<file path="src/rtl/st2cl_postafu.sv">
// Packs the AFU's 12-bit streaming samples into 512-bit cache lines {head, payload}
// and writes them to the post-AFU write FIFO. Optional macro ST2CL_ERR_CNT_EN adds err_cnt.
module st2cl_postafu #(
    parameter int CL            = 512,
    parameter int CL_HEAD       = 16,
    parameter int CL_PAYLOAD    = 496,
    parameter int ST            = 12,
    parameter int W_LEN_CL_HEAD = 10
) (
    input  logic          clk,
    input  logic          rst_sync,
    input  logic [ST-1:0] sink_data,
    input  logic          sink_valid,
    input  logic          sink_sop,
    input  logic          sink_eop,
    output logic          sink_ready,
    input  logic          ff_almost_full,
    output logic          ff_wrreq,
    output logic [CL-1:0] ff_data,
    output logic          ff_wr_finish
`ifdef ST2CL_ERR_CNT_EN
    ,
    output logic [15:0]   err_cnt
`endif
);

    localparam int ST_PER_CL = CL_PAYLOAD / ST;
    localparam int IDX_W     = $clog2(CL_PAYLOAD);

    typedef enum logic [1:0] {
        S_IDLE,
        S_PACK,
        S_DONE
    } state_t;

    state_t                    state;
    state_t                    state_nxt;
    logic [3:0]                done_cnt;
    logic [CL_PAYLOAD-1:0]     acc;
    logic [CL_PAYLOAD-1:0]     acc_packed;
    logic [W_LEN_CL_HEAD-1:0]  slot;
    logic [IDX_W-1:0]          slot_base;
    logic                      first_flag;
    logic                      first_cur;
    logic                      accept;
    logic                      pack_beat;
    logic                      trigger;
    logic [CL_HEAD-1:0]        head;

    assign sink_ready = !rst_sync && (state != S_DONE) && !ff_almost_full;
    assign accept     = sink_valid && sink_ready;

    // NOTE: every signal driven here gets a default first, so no path leaves a latch behind.
    always_comb begin
        state_nxt = state;
        pack_beat = 1'b0;
        case (state)
            S_IDLE: begin
                // A beat without sop outside a frame is dropped entirely.
                if (accept && sink_sop) begin
                    pack_beat = 1'b1;
                    state_nxt = sink_eop ? S_DONE : S_PACK;
                end
            end
            S_PACK: begin
                if (accept) begin
                    pack_beat = 1'b1;
                    if (sink_eop) state_nxt = S_DONE;
                end
            end
            S_DONE: begin
                if (done_cnt == 4'd15) state_nxt = S_IDLE;
            end
            default: state_nxt = S_IDLE;
        endcase
    end

    assign trigger   = pack_beat && ((slot == W_LEN_CL_HEAD'(ST_PER_CL - 1)) || sink_eop);
    assign slot_base = IDX_W'(slot * ST);
    assign first_cur = (state == S_IDLE) || first_flag;
    assign head      = {{(CL_HEAD - W_LEN_CL_HEAD - 2){1'b0}}, first_cur, sink_eop,
                        slot + W_LEN_CL_HEAD'(1)};

    // Slots above the current one are always zero, so writing one slot keeps the padding clean.
    always_comb begin
        acc_packed                  = acc;
        acc_packed[slot_base +: ST] = sink_data;
    end

    // NOTE: sequential state uses non-blocking assignments so every register samples pre-edge values.
    always_ff @(posedge clk) begin
        if (rst_sync) begin
            state <= S_IDLE;
        end else begin
            state <= state_nxt;
        end
    end

    // NOTE: the accumulator is reset too, so a frame cut by reset can never leak into the next CL.
    always_ff @(posedge clk) begin
        if (rst_sync) begin
            acc          <= '0;
            slot         <= '0;
            first_flag   <= 1'b0;
            done_cnt     <= '0;
            ff_wrreq     <= 1'b0;
            ff_data      <= '0;
            ff_wr_finish <= 1'b0;
        end else begin
            ff_wrreq     <= trigger;
            ff_wr_finish <= trigger && sink_eop;
            done_cnt     <= (state == S_DONE) ? done_cnt + 4'd1 : 4'd0;
            if (trigger) begin
                ff_data    <= {head, acc_packed};
                acc        <= '0;
                slot       <= '0;
                first_flag <= 1'b0;
            end else if (pack_beat) begin
                acc        <= acc_packed;
                slot       <= slot + W_LEN_CL_HEAD'(1);
                first_flag <= first_cur;
            end
        end
    end

`ifdef ST2CL_ERR_CNT_EN
    logic proto_err;

    assign proto_err = accept && (((state == S_IDLE) && !sink_sop) ||
                                  ((state == S_PACK) && sink_sop));

    always_ff @(posedge clk) begin
        if (rst_sync) begin
            err_cnt <= '0;
        end else if (proto_err && (err_cnt != 16'hFFFF)) begin
            err_cnt <= err_cnt + 16'd1;
        end
    end
`endif

endmodule

</file>
<file path="config.mk">
export PLATFORM = sky130hd
export DESIGN_NAME = st2cl_postafu
export DESIGN_NICKNAME = d
export VERILOG_FILES = /design/src/rtl/st2cl_postafu.sv
export SDC_FILE = /design/constraint.sdc
export NUM_CORES = 2
export LEC_CHECK = 0
export CAP_MARGIN = 10
export CORE_AREA = 2 2 281 395
export DETAILED_ROUTE_END_ITERATION = 10
export DIE_AREA = 0 0 283 397
export GPL_TIMING_DRIVEN = 0
export PLACE_DENSITY = 0.7
export SLEW_MARGIN = 20
export SYNTH_ARGS = -nofsm -noshare
export SYNTH_HDL_FRONTEND = slang
export SYNTH_SLANG_ARGS = --single-unit
</file>
<file path="constraint.sdc">
create_clock -name clk -period 7.87 [get_ports clk]
set_clock_uncertainty 0.15 [all_clocks]
set_input_delay 1.1805 -clock clk [delete_from_list [all_inputs] [get_ports clk]]
set_output_delay 1.1805 -clock clk [all_outputs]
set_load 0.01 [all_outputs]
</file>
==> results.ini <==
[status]
run_status=complete, no violations

[pwr]
vdd_drop_max_mv=0.195
power_density_nw_per_um2=205
p_leak_nw=17.9
finalPower_mw=11.1

[setup_path]
crit_required_ps=8410
cp-end-kind=flop
cp.arrival_ps=8170
crit_family=buffers and inverters
start_kind=input pin
worstPathCellList=clkbuf_1 -> nor4b_1 -> o21a_1 -> clkbuf_2 -> o21ai_1 -> clkbuf_1 -> clkbuf_1 -> clkbuf_1 -> clkbuf_1 -> clkbuf_1 -> nand3b_1 -> o21ai_1
cp_slowest_cell=clkbuf_1
crit_buf_inv=7
worstSetupPathType=in2reg
crit_top_cell=clkbuf_1
cp_max_fo=10
slowest_delay_ps=1050

[cells_and_area]
final_cell_mix=dfxtp_1 (1,023), o21ai_0 (573), clkdlybuf4s50_1 (527), nor2_1 (503), mux2i_1 (396)
seq_area_um2=20500
fillers=10380
multi_input_area_um2=21300
area_growth_pct=25.3
layoutNonFillerInstCount=7015
utilization=0.497
final_common_cell=dfxtp_1
drive_gt1_frac=0.0781
fin_nets=5495

[synth]
synth_cell_type_count=92
synth.avg_cell_area_um2=8.98
synth_edf_count=0
yosysTopAreaCell=dfxtp_1
netlist.area_leader.share=0.473
synth_flop_cell=dfxtp_1
ys_seq_area_frac=0.473
synthArstFlopShare=0
yosys-top-cells-area=dfxtp_1 (47%), mux2i_1 (9.2%), o21ai_0 (6.7%), nor2_1 (4.4%), nand3b_1 (4.1%)
synth.cell_area_um2=43300
ys_ff_latch=1023
netlist_instances=4819
ys.warnings.count=0

[place]
place_hpwl_um=177000
port_buffers=527
pre_cts_ws_ps=151
gp_congestion=1.11
dp_cells=6822

[cts]
cts_setup_buffers=0
cts_root_buf=clkbuf_16
cts_tree=done
htreeDepth=3
holdBufCountCts=0
cts_max_path_buffers=3
cts_sinks=1023
clkSlewWorstSetupHoldPaths_ps=70
clk_latency_ps=790
cts_made_buffers=98
cts_resized=0

[global_routing]
track_usage=0.402
grt_pass1_wl_um=319000
grt_pass1_vias=41630
antenna_found_initial=20
grt_max_degree=16
grt_overflow=0

[routing]
ant_nets=0
vias_per_cell=6.32
drt_wl_total_um=235000
dr.pass1.iters=8
drtIter0Drc=5790
vias=44316
drc_errors=0
detail_route.wl_per_cell_um=33.6

[timing]
setup_viol=0
tightest_slew_ps=1340
period_minus_slack_ps=7630
min_period_over_period=0.970
fmax_mhz=131
rsz0062_at_grt=false
slew_headroom=0.105
tns_ps=0
hold_viol_final=0
report.final.slew_viol_count=0
layout_setup_ws_ps=239

[die]
die_area_um2=112000
rows=144
initial_utilization=0.397
core_um2=109000
die_h_um=397
io_pins=533
die-width_um=283

[worst_hold_path]
hp-class=reg2reg

[job]
drv_cap=0

==> layer usage <==
| metal | track usage | routed length, um | up-vias |
|---|---|---|---|
| met2 | 0.616 | 101000 | 3270 |
| met3 | 0.129 | 27300 | 970 |
| li1 | - | - | 18740 |
| met5 | 0 | 102 | - |
| met1 | 0.446 | 81000 | 21322 |
| met4 | 0.366 | 25600 | 14 |
==> metrics by stage <==
stage / instance area (um^2) / hold WS (ps)
3_5_place_dp: 50600 / 294
3_3_place_gp: 50400 / 282
6_report: 54200 / 301
2_1_floorplan: 43300 / 268
5_1_grt: 54200 / 320
4_1_cts: 54100 / 303
==> power by group <==
group / total [mW] / internal, mW / switching (mW)
combinational: 0.697 / 0.124 / 0.573
sequential: 5.20 / 5.19 / 0.00871
clock: 5.23 / 2.95 / 2.28
total: 11.1 / 8.26 / 2.86
==> state kept, by name (all words and copies together), names as in the netlist <==
| register | flops |
|---|---|
| ff_data | 508 |
| acc | 496 |
| slot | 10 |
| done_cnt | 4 |
| state | 2 |
| ff_wr_finish | 1 |
| ff_wrreq | 1 |
| first_flag | 1 |
==> path summary, 6_finish.rpt <==
path           startpoint            to  slack [ps]  depth (start not counted)
min reg2reg  ff_data[228]  ff_data[228]         300                          2
min          ff_data[228]  ff_data[228]         300                          2
max              rst_sync  ff_data[272]         240                         12
max reg2reg       slot[2]  ff_data[272]         430                         13
==> synth_stat cells, types with 13 or more instances <==
| cell type | count |
|---|---|
| nand3_1 | 169 |
| nor2_1 | 504 |
| o211ai_1 | 32 |
| nor3_1 | 86 |
| o22ai_1 | 27 |
| o31ai_1 | 46 |
| o21ai_0 | 575 |
| nand3b_1 | 236 |
| mux2i_1 | 396 |
| nor2_2 | 24 |
| o21ai_1 | 17 |
| a211oi_1 | 167 |
| a221o_1 | 29 |
| buf_2 | 45 |
| dfxtp_1 | 1023 |
| clkbuf_1 | 321 |
| nand2b_1 | 27 |
| nand4_1 | 17 |
| a311oi_1 | 15 |
| buf_4 | 13 |
| or3_1 | 17 |
| a21oi_1 | 209 |
| nor3_2 | 49 |
| and3_1 | 28 |
| a31oi_1 | 13 |
| xnor2_1 | 15 |
| a22o_1 | 16 |
| nand2_1 | 392 |
| o311ai_0 | 13 |
| a32oi_1 | 67 |
==> kinds of logic (layout without fill, tap and decap cells) <==
group                      count (synthesis)  after routing  synth area share
AOI/OAI and AO/OA                       1331           1331             0.196
adders and majority gates                 13             13           0.00393
and+or+nand+nor                         1624           1624             0.191
muxes                                    398            398            0.0924
buffers and inverters                    401           1123            0.0374
DFF                                     1023           1023             0.473
other                                      1             15         0.0000867
xor gates and xnor gates                  28             28           0.00619
==> worst reg2reg max path: cells and delay by family (launching register included) <==
kind / cells / cell delay [ps]
buffers and inverters: 7 / 5010
AOI/OAI and AO/OA: 2 / 900
DFF: 1 / 600
and+or+nand+nor: 3 / 380
adders and majority gates: 1 / 320
==> cell type report <==
type                            instances  area share
Antenna cell                           11    0.000508
Buffer                                389      0.0299
Clock buffer                          129      0.0515
Clock inverter                         51      0.0131
Inverter                               12    0.000831
Multi-Input combinational cell       3398       0.393
Sequential cell                      1023       0.378
Tap cell                             1460      0.0337
Timing Repair Buffer                  542       0.100
Power figures use the tool's default switching activity.
